$ cat src/rtl/ifetch_stage_pkg.sv
// Shared pipeline definitions: reset/bubble constants, IF/ID bundle, fetch states.
package ifetch_stage_pkg;

    localparam logic [31:0] RESET_PC_DEF  = 32'h0000_0000;
    localparam logic [31:0] NOP_INSTR_DEF = 32'h0000_0000;

    typedef struct packed {
        logic [31:0] instr;
        logic [31:0] pc;
        logic [31:0] pc4;
        logic        valid;
    } if_id_t;

    typedef enum logic {
        RUN  = 1'b0,
        HALT = 1'b1
    } fetch_state_e;

    // An empty pipeline slot: NOP word, zero addresses, not valid.
    function automatic if_id_t make_bubble(input logic [31:0] nop_word);
        if_id_t b;
        b.instr = nop_word;
        b.pc    = 32'h0;
        b.pc4   = 32'h0;
        b.valid = 1'b0;
        return b;
    endfunction

endpackage

$ cat src/rtl/ifetch_stage_if.sv
// Instruction ROM bus: word address out from fetch, instruction word back.
interface ifetch_stage_if #(
    parameter int ROM_AW = 10
);
    logic [ROM_AW-1:0] rom_addr;
    logic [31:0]       rom_data;

    modport master (output rom_addr, input rom_data);
    modport slave  (input rom_addr, output rom_data);
endinterface

$ cat src/rtl/ifetch_stage_if_id_reg.sv
// IF/ID pipeline register with load, hold and bubble controls.
module if_id_reg
    import ifetch_stage_pkg::*;
#(
    parameter logic [31:0] NOP_INSTR = NOP_INSTR_DEF
) (
    input  logic   clk,
    input  logic   rst,
    input  logic   load,
    input  logic   bubble,
    input  if_id_t d,
    output if_id_t q
);

    // Reset and bubble both empty the slot; bubble beats load; otherwise hold.
    always_ff @(posedge clk) begin
        if (rst || bubble) begin
            q <= make_bubble(NOP_INSTR);
        end else if (load) begin
            q <= d;
        end
    end

endmodule

$ cat src/rtl/ifetch_stage.sv
// Fetch stage: PC register, next-PC selection, RUN/HALT control, fetch counter.
//
//  state | meaning
//  ------+-------------------------------------------------------------
//  RUN   | fetching; redirect > halt_req > stall > advance each edge
//  HALT  | frozen after a halt from decode; only rst leaves this state
module ifetch_stage
    import ifetch_stage_pkg::*;
#(
    parameter logic [31:0] RESET_PC  = RESET_PC_DEF,
    parameter int          ROM_AW    = 10,
    parameter logic [31:0] NOP_INSTR = NOP_INSTR_DEF
) (
    input  logic                 clk,
    input  logic                 rst,
    input  logic                 stall,
    input  logic                 redirect,
    input  logic [31:0]          redirect_pc,
    input  logic                 halt_req,
    ifetch_stage_if.master       rom,
    output logic [31:0]          pc,
    output logic [31:0]          id_instr,
    output logic [31:0]          id_pc,
    output logic [31:0]          id_pc4,
    output logic                 id_valid,
    output logic                 halted,
    output logic [31:0]          fetch_count
);

    fetch_state_e state, state_next;
    logic [31:0]  pc_next;
    logic [31:0]  pc_plus4;
    logic         ifid_load;
    logic         ifid_bubble;
    logic         count_inc;
    if_id_t       ifid_d;
    if_id_t       ifid_q;

    // Fetch index wraps inside the ROM; pc itself keeps all 32 bits.
    assign rom.rom_addr = pc[ROM_AW+1:2];
    assign pc_plus4     = pc + 32'd4;

    assign ifid_d.instr = rom.rom_data;
    assign ifid_d.pc    = pc;
    assign ifid_d.pc4   = pc_plus4;
    assign ifid_d.valid = 1'b1;

    // State register.
    always_ff @(posedge clk) begin
        if (rst) begin
            state <= RUN;
        end else begin
            state <= state_next;
        end
    end

    // Next state, next PC and IF/ID control. Redirect wins over halt because
    // the halting instruction in ID is on the wrong path.
    always_comb begin
        state_next  = state;
        pc_next     = pc;
        ifid_load   = 1'b0;
        ifid_bubble = 1'b0;
        count_inc   = 1'b0;
        case (state)
            RUN: begin
                if (redirect) begin
                    pc_next     = redirect_pc & 32'hFFFF_FFFC;
                    ifid_bubble = 1'b1;
                end else if (halt_req) begin
                    ifid_bubble = 1'b1;
                    state_next  = HALT;
                end else if (!stall) begin
                    pc_next   = pc_plus4;
                    ifid_load = 1'b1;
                    count_inc = 1'b1;
                end
            end
            HALT: begin
                state_next = HALT;
            end
            default: begin
                state_next = RUN;
            end
        endcase
    end

    // Program counter.
    always_ff @(posedge clk) begin
        if (rst) begin
            pc <= RESET_PC;
        end else begin
            pc <= pc_next;
        end
    end

    // Count of instructions accepted into IF/ID, wrapping modulo 2^32.
    always_ff @(posedge clk) begin
        if (rst) begin
            fetch_count <= 32'h0;
        end else if (count_inc) begin
            fetch_count <= fetch_count + 32'd1;
        end
    end

    if_id_reg #(
        .NOP_INSTR (NOP_INSTR)
    ) u_if_id_reg (
        .clk    (clk),
        .rst    (rst),
        .load   (ifid_load),
        .bubble (ifid_bubble),
        .d      (ifid_d),
        .q      (ifid_q)
    );

    assign id_instr = ifid_q.instr;
    assign id_pc    = ifid_q.pc;
    assign id_pc4   = ifid_q.pc4;
    assign id_valid = ifid_q.valid;
    assign halted   = (state == HALT);

endmodule

$ cat src/flat_wrapper.sv
// flat-port wrapper written by rule: the top's interface ports become plain ports
module ifetch_stage_flat import ifetch_stage_pkg::*;
#(
    parameter logic [31:0] RESET_PC  = RESET_PC_DEF,
    parameter int          ROM_AW    = 10,
    parameter logic [31:0] NOP_INSTR = NOP_INSTR_DEF
)
  (clk, rst, stall, redirect, redirect_pc, halt_req, pc, id_instr, id_pc, id_pc4, id_valid, halted, fetch_count, rom_rom_addr, rom_rom_data);
  ifetch_stage_if #(.ROM_AW(ROM_AW)) rom_i ();
  input  logic clk;
  input  logic rst;
  input  logic stall;
  input  logic redirect;
  input  logic [31:0] redirect_pc;
  input  logic halt_req;
  output logic [31:0] pc;
  output logic [31:0] id_instr;
  output logic [31:0] id_pc;
  output logic [31:0] id_pc4;
  output logic id_valid;
  output logic halted;
  output logic [31:0] fetch_count;
  output wire logic [$bits(rom_i.rom_addr)-1:0] rom_rom_addr;
  input wire logic [$bits(rom_i.rom_data)-1:0] rom_rom_data;
  assign rom_rom_addr = rom_i.rom_addr;
  assign rom_i.rom_data = rom_rom_data;
  ifetch_stage #(.RESET_PC(RESET_PC), .ROM_AW(ROM_AW), .NOP_INSTR(NOP_INSTR)) u_core (.clk(clk), .rst(rst), .stall(stall), .redirect(redirect), .redirect_pc(redirect_pc), .halt_req(halt_req), .rom(rom_i), .pc(pc), .id_instr(id_instr), .id_pc(id_pc), .id_pc4(id_pc4), .id_valid(id_valid), .halted(halted), .fetch_count(fetch_count));
endmodule
$ cat config.mk
export PLATFORM = sky130hd
export DESIGN_NAME = ifetch_stage_flat
export DESIGN_NICKNAME = d
export VERILOG_FILES = /design/src/rtl/ifetch_stage_pkg.sv /design/src/rtl/ifetch_stage_if.sv /design/src/rtl/ifetch_stage_if_id_reg.sv /design/src/rtl/ifetch_stage.sv /design/src/flat_wrapper.sv
export SDC_FILE = /design/constraint.sdc
export NUM_CORES = 1
export LEC_CHECK = 0
export CORE_MARGIN = 2
export CORE_UTILIZATION = 40
export CTS_CLUSTER_DIAMETER = 60
export DETAILED_ROUTE_END_ITERATION = 10
export PLACE_DENSITY = 0.7
export SETUP_SLACK_MARGIN = 0.4
export SLEW_MARGIN = 30
export SYNTH_ARGS = -nofsm -noshare
export SYNTH_HDL_FRONTEND = slang
export SYNTH_HIERARCHICAL = 1
export SYNTH_SLANG_ARGS = --single-unit
$ cat constraint.sdc
create_clock -name clk -period 2.92 [get_ports clk]
set_input_delay 0.438 -clock clk [delete_from_list [all_inputs] [get_ports clk]]
set_output_delay 0.438 -clock clk [all_outputs]
set_load 0.005 [all_outputs]
==> results of run 1 <==
-- worst reg2reg max path: stages (launching register included) --
cell and delay, ns:
dfxtp_1 0.55, and4_1 0.30, nand2_1 0.29, or4_1 0.69, xnor2_1 0.16, mux2i_1 0.14
nor2_1 0.05
-- flip-flops by register name (all words and copies together), names as in the netlist --
register	flops
u_core/u_if_id_reg/q	97
u_core/fetch_count	32
u_core/pc	30
u_core/halted	1
-- synthesized netlist by cell type, types with 2 or more instances --
| master | number | area, µm² |
|---|---|---|
| clkbuf_2 | 4 | 20.0 |
| nand2b_1 | 3 | 18.8 |
| a311o_1 | 2 | 20.0 |
| nand2_1 | 50 | 188 |
| dfxtp_1 | 160 | 3200 |
| o211ai_1 | 11 | 82.6 |
| mux2_2 | 6 | 67.6 |
| o41ai_1 | 3 | 26.3 |
| or4_1 | 14 | 105 |
| o21a_1 | 3 | 22.5 |
| buf_2 | 10 | 50.1 |
| a22oi_1 | 3 | 22.5 |
| nand3b_1 | 3 | 22.5 |
| and4_1 | 12 | 105 |
| nor3b_1 | 2 | 15.0 |
| a31o_2 | 2 | 17.5 |
| ha_1 | 2 | 25.0 |
| or3_1 | 8 | 50.1 |
| o311ai_0 | 3 | 26.3 |
| xor2_1 | 16 | 140 |
| mux2i_1 | 101 | 1010 |
| nand4_1 | 20 | 125 |
| buf_4 | 15 | 113 |
| buf_1 | 2 | 7.51 |
| buf_6 | 13 | 146 |
| and3_1 | 15 | 93.8 |
| nor2b_1 | 8 | 50.1 |
| o22ai_1 | 2 | 12.5 |
| o21ai_0 | 17 | 85.1 |
| a31oi_1 | 17 | 106 |
| o31a_1 | 7 | 61.3 |
| or4b_1 | 6 | 60.1 |
| conb_1 | 2 | 7.51 |
| clkbuf_1 | 42 | 158 |
| nor2_1 | 134 | 503 |
| and2_1 | 6 | 37.5 |
| inv_1 | 10 | 37.5 |
| a211oi_1 | 3 | 22.5 |
| nor4_1 | 18 | 113 |
| nand3_1 | 28 | 140 |
| xnor2_1 | 19 | 166 |
| nor3_1 | 7 | 35.0 |
| o31ai_1 | 16 | 120 |
| a21oi_1 | 34 | 170 |
-- per-layer routing --
layer	GRT usage, %	part of all wire, %
met1	28.4	44
met5	0	0
met2	35.6	46
met3	5.36	8.2
met4	7.48	2.1
-- worst paths after layout --
kind              slack, ns  depth (start not counted)                                     to                                   from
hold / removal         0.49                          2              u_core/pc[8]$_SDFFE_PP0P_                                    rst
setup reg to reg       0.62                          6  u_core/u_if_id_reg/q[22]$_SDFFE_PP0P_             u_core/pc[15]$_SDFFE_PP0P_
setup / recovery       0.62                          6  u_core/u_if_id_reg/q[22]$_SDFFE_PP0P_             u_core/pc[15]$_SDFFE_PP0P_
hold reg to reg        0.49                          2  u_core/u_if_id_reg/q[56]$_SDFFE_PP0P_  u_core/u_if_id_reg/q[56]$_SDFFE_PP0P_
-- cell type report --
cell class / count / area [µm²] / share of cell area, %
diodes: 1 / 2.50 / 0.0230
clock buffers: 17 / 425 / 3.91
clock inverters: 15 / 174 / 1.60
repair buffers: 270 / 2650 / 24.3
flip-flops and latches: 160 / 3200 / 29.4
well taps: 265 / 332 / 3.05
inverters: 11 / 46.3 / 0.425
multi-input cells: 625 / 4060 / 37.3
-- through the flow --
step           util (%)  instance area (µm²)
6_report           56.5                10900
4_1_cts            56.5                10900
3_5_place_dp       53.4                10300
5_1_grt            56.5                10900
2_1_floorplan         -                 7800
3_3_place_gp       53.4                10300
-- kinds of logic (layout without fill, tap and decap cells) --
logic type / Yosys count / after routing / share of synthesized area [%]
simple gates: 342 / 342 / 22.4
flops: 160 / 160 / 41.2
compound gates: 132 / 132 / 11.3
mux: 107 / 107 / 13.9
buf+inv: 97 / 313 / 6.95
xor+xnor: 35 / 35 / 3.94
fa+ha+maj: 2 / 2 / 0.322
other cells: 2 / 8 / 0.0966
-- power by group --
part,switching (mW),internal [mW]
logic,0.275,0.306
registers,0.0655,2.22
clock network,1.01,1.29
total,1.35,3.82
-- cells in the final DEF, fill, tap and decap left out, types with 10 or more instances in the layout --
| master | count |
|---|---|
| nand3_1 | 28 |
| o211ai_1 | 11 |
| a31oi_1 | 17 |
| and4_1 | 12 |
| or4_1 | 14 |
| and3_1 | 15 |
| clkbuf_16 | 17 |
| nand4_1 | 20 |
| nor2_1 | 134 |
| clkdlybuf4s50_1 | 234 |
| a21oi_1 | 34 |
| buf_4 | 31 |
| nand2_1 | 50 |
| dfxtp_1 | 160 |
| xnor2_1 | 19 |
| o31ai_1 | 16 |
| inv_1 | 10 |
| mux2i_1 | 101 |
| xor2_1 | 16 |
| nor4_1 | 18 |
| o21ai_0 | 17 |
==> flow_metrics.env, run 1 <==
export IMPL_detail_route_iter0_violations=460
export IMPL_drc=0
export IMPL_ys_seq_area_share_pct=41.2
export IMPL_post_cts_setup_buffers=0
export IMPL_synth_edf_count=0
export IMPL_critical_path_max_stage_delay_ns=0.68
export IMPL_yosysUniqueCellTypes=62
export IMPL_place_congestion=0.851
export IMPL_arrival_ns=2.60
export IMPL_clk_latency_ns=0.42
export IMPL_wl_um=23000
export IMPL_coreArea_um2=19300
export IMPL_post_place_cells=1331
export IMPL_end_kind="flip-flop"
export IMPL_cts_buffer_depth=2
export IMPL_cts_resized_gates=0
export IMPL_clkTransAtPathRegs_ns=0.07
export IMPL_outcome="complete, no violations"
export IMPL_syn_inst=877
export IMPL_period_needed_ns=2.30
export IMPL_crit_path_cell_trace="and4_1 > nand2_1 > or4_1 > xnor2_1 > mux2i_1 > nor2_1"
export IMPL_min_period_over_period_pct=78.9
export IMPL_dr_pass1_iters=5
export IMPL_grt_pass1_vias=6876
export IMPL_critical_path_class="flip-flop to flip-flop"
export IMPL_whs_ns=0.490
export IMPL_synthArstFlopShare_pct=0
export IMPL_vias=7345
export IMPL_overflow=0
export IMPL_dp_hpwl_um=15800
export IMPL_rows=51
export IMPL_slew_headroom_pct=53.3
export IMPL_max_cap_violations=0
export IMPL_initial_utilization_pct=40.4
export IMPL_cts_buffers_inserted=17
export IMPL_p_leak_nw=3.64
export IMPL_fin_setup_tns_ns=0
export IMPL_io_pin_count=241
export IMPL_grt_max_degree=61
export IMPL_setup_ws_ns=0.617
export IMPL_skew_ns=0.00957
export IMPL_die_h_um=143
export IMPL_die_area_um2=20600
export IMPL_antenna_found_initial=1
export IMPL_synth_area_um2=7780
export IMPL_power_density_nw_per_um2=476
export IMPL_viasPerCell=5.38
export IMPL_drive_above_1_share_pct=7.83
export IMPL_wl_per_cell_um=16.9
export IMPL_cts_tree="built"
export IMPL_drtAntennaViolNets=0
export IMPL_final_nets=1156
export IMPL_n_fill_cell=1773
export IMPL_max_clock_freq_mhz=434
export IMPL_synth_ff_type="dfxtp_1"
export IMPL_io_buffer_count=236
export IMPL_cp_top_family="simple AND/OR/NAND/NOR gates"
export IMPL_power_total_mw=5.18
export IMPL_cts_sink_count=160
export IMPL_worst_pin_slew_ns=0.698
export IMPL_dp_slack_ns=0.272
export IMPL_grt_pass1_wl_um=36100
export IMPL_hold_buffers=0
export IMPL_cts_max_level=4
export IMPL_cts_root_buf="clkbuf_16"
export IMPL_worst_path_max_fanout=14
export IMPL_rsz0062_at_grt="no"
export IMPL_area_delta_synth_final_pct=39.9
export IMPL_fp_dieW_um=143
export IMPL_finalHoldViolations=0
export IMPL_layout_cells_non_filler=1364
export IMPL_hold_class="input port to flip-flop"
export IMPL_synth_warnings=6
export IMPL_ir_worst_vdd_uv=388
export IMPL_slew_viol_final=0
export IMPL_worst_path_buf_inv=0
export IMPL_start_kind="flip-flop"
export IMPL_yosys_register_bits=160
export IMPL_syn_area_per_cell_um2=8.87
export IMPL_grtUsageTotal_pct=21.9
export IMPL_critPathRequiredTime_ns=3.21
export IMPL_slowest_stage="or4_1"
export IMPL_finalSetupViolCount=0
No activity file was read; power rests on OpenSTA's default activity.
==> inputs of run 2 (changes only) <==
--- a/config.mk
+++ b/config.mk
@@ -9,7 +9,7 @@
 export CORE_UTILIZATION = 40
 export CTS_CLUSTER_DIAMETER = 60
 export DETAILED_ROUTE_END_ITERATION = 10
-export PLACE_DENSITY = 0.7
+export PLACE_DENSITY = 0.73
 export SETUP_SLACK_MARGIN = 0.4
 export SLEW_MARGIN = 30
 export SYNTH_ARGS = -nofsm -noshare
==> constraint.sdc (replaced) <==
create_clock -name clk -period 2 [get_ports clk]
set_input_delay 0.3 -clock clk [delete_from_list [all_inputs] [get_ports clk]]
set_output_delay 0.3 -clock clk [all_outputs]
set_load 0.005 [all_outputs]
==> run 2 against run 1 <==
  * Wire length is 23% higher
  * Largest cell class unchanged
  * Global-route usage is 3.5 points higher
  * Non-clock buffer count is 161 higher
  * Final cell count is 12% higher
  * Clock power is 43% higher
  * Combinational power is 100% higher
  * Sequential share of layout area is 4.4 points lower
  * Die area stayed put
  * First-iteration DRC count is 50% higher
  * Total power is 50% higher
  * Via count is 14% higher
  * Worst hold slack worse by 0.13 ns
==> flow_metrics.env, run 2 (synthesis results as in run 1) <==
export IMPL_r2r_start="u_core/halted$_SDFF_PP0_"
export IMPL_critical_path_class="flip-flop to flip-flop"
export IMPL_largest_register_ffs=97
export IMPL_whs_ns=0.362
export IMPL_regArea_um2=3340
export IMPL_io_pin_count=241
export IMPL_viasPerCell=5.50
export IMPL_wl_per_cell_um=18.6
export IMPL_cts_buffer_depth=2
export IMPL_skew_ns=0.0142
export IMPL_hold_class="input port to flip-flop"
export IMPL_grtUsageTotal_pct=25.3
export IMPL_startpoint="u_core/halted$_SDFF_PP0_"
export IMPL_ir_worst_vdd_uv=605
export IMPL_wl_um=28400
export IMPL_finalSetupViolCount=0
export IMPL_cp_endpoint="u_core/fetch_count[23]$_SDFFE_PP0P_"
export IMPL_die_area_um2=20600
export IMPL_finalHoldViolations=0
export IMPL_cts_root_buf="clkbuf_16"
export IMPL_power_density_nw_per_um2=581
export IMPL_use_met2_pct=41.7
export IMPL_drive_above_1_share_pct=31.0
export IMPL_worst_path_max_fanout=6
export IMPL_cts_sink_count=160
export IMPL_p_leak_nw=6.79
export IMPL_overflow=0
export IMPL_initial_utilization_pct=40.4
export IMPL_critPathRequiredTime_ns=2.36
export IMPL_cts_max_level=4
export IMPL_grt_max_degree=35
export IMPL_grt_busiest_layer="met2"
export IMPL_clkTransAtPathRegs_ns=0.07
export IMPL_slew_viol_final=0
export IMPL_hold_buffers=0
export IMPL_slew_headroom_pct=64.4
export IMPL_dr_pass1_iters=6
export IMPL_cts_tree="built"
export IMPL_top_register="u_core/u_if_id_reg/q"
export IMPL_hp_start="rst"
export IMPL_final_cell_mix="134 x nor2_1, 132 x buf_4, 99 x mux2i_1"
export IMPL_max_cap_violations=0
export IMPL_area_delta_synth_final_pct=71.9
export IMPL_period_needed_ns=1.85
export IMPL_clk_latency_ns=0.43
export IMPL_rsz0062_at_grt="yes"
export IMPL_cts_buffers_inserted=17
export IMPL_drtAntennaViolNets=0
export IMPL_final_common_cell="nor2_1"
export IMPL_worst_r2r_setup_slack_ns=0.15
export IMPL_die_h_um=143
export IMPL_fin_setup_tns_ns=0
export IMPL_dp_hpwl_um=17100
export IMPL_worst_pin_slew_ns=0.533
export IMPL_grt_util_met1_pct=31.9
export IMPL_n_fill_cell=1457
export IMPL_multi_input_area_um2=4630
export IMPL_start_kind="flip-flop"
export IMPL_antenna_found_initial=0
export IMPL_arrival_ns=2.21
export IMPL_grt_pass1_wl_um=41000
export IMPL_diodes=0
export IMPL_reg_top3="u_core/u_if_id_reg/q x97, u_core/fetch_count x32, u_core/pc x30"
export IMPL_r2r_end="u_core/fetch_count[23]$_SDFFE_PP0P_"
export IMPL_reg2reg_depth=6
export IMPL_end_kind="flip-flop"
export IMPL_max_clock_freq_mhz=540
export IMPL_io_buffer_count=236
export IMPL_grt_pass1_vias=7822
export IMPL_gr_usage_met3_pct=5.70
export IMPL_outcome="complete, no violations"
export IMPL_place_congestion=0.906
export IMPL_rows=51
export IMPL_coreArea_um2=19300
export IMPL_final_nets=1318
export IMPL_drc=0
export IMPL_fp_dieW_um=143
export IMPL_vias=8389
export IMPL_min_period_over_period_pct=92.5
export IMPL_detail_route_iter0_violations=689
export IMPL_hold_depth=3
[run 2: changes by cell type in the layout (fill, tap and decap cells not counted), moves of 14 or more]
cell             delta
clkdlybuf4s50_1   -162
buf_4             +101
dlymetal6s2s_1     +88
dfxtp_1            -66
dlygate4sd2_1      +66
dfxtp_2            +43
buf_6              +39
dfxtp_4            +23
buf_12             +14
nor4_1             -14
[run 2: what timing repair did]
| action | CTS | global route |
|---|---|---|
| resized for setup | 224 | 177 |
| hold endpoints to repair | 0 | 0 |
| gates cloned | 4 | 2 |
| setup endpoints to repair | 242 | 249 |
| pin swaps | 32 | 42 |
| setup buffers | 66 | 38 |
[run 2: worst max-delay path, stage by stage (launching register included)]
cell	delay, ns
dfxtp_2	0.32
or4_4	0.53
clkinv_8	0.13
buf_12	0.11
nand2_8	0.06
or4_4	0.49
a21oi_2	0.12
[run 2: power by group]
group | leakage [nW] | switching [mW] | internal (mW)
clock | 0.283 | 1.48 | 1.83
combinational | 5.17 | 0.554 | 0.611
sequential | 1.33 | 0.0582 | 3.23
total | 6.79 | 2.10 | 5.68
[run 2: cell type report]
cell class                 instances  area share [%]
timing repair buffer             431            33.0
sequential                       160            25.0
clock inverter                    14            1.09
tap                              265            2.48
clock buffer                      18            3.37
multi-input combinational        626            34.6
inverter                          11           0.459
[run 2: worst min path at each step]
stage	end	slack [ns]
2_1_floorplan	u_core/halted$_SDFF_PP0_	0.44
3_3_place_gp	u_core/u_if_id_reg/q[33]$_SDFFE_PP0P_	0.47
3_5_place_dp	u_core/u_if_id_reg/q[58]$_SDFFE_PP0P_	0.48
4_1_cts	u_core/pc[18]$_SDFFE_PP0P_	0.35
5_1_grt	u_core/pc[18]$_SDFFE_PP0P_	0.36
6_report	u_core/pc[18]$_SDFFE_PP0P_	0.36
[run 2: through the flow]
stage	instances	utilization (%)	total power [mW]	instance area, µm²	setup WS [ns]
floorplan	882	-	3.89	8050	0.103
global placement	1383	56.3	4.34	10800	-0.305
detailed placement	1383	56.3	4.35	10800	-0.330
CTS	1485	64.7	7.73	12500	0.168
global route	1525	69.4	8.04	13400	0.102
finish	1525	69.4	7.77	13400	0.149
[run 2: layer usage]
metal	vias up	part of all wire, %
li1	3874	-
met1	3990	40
met5	-	0
met4	0	3.2
met2	456	48
met3	69	9.1
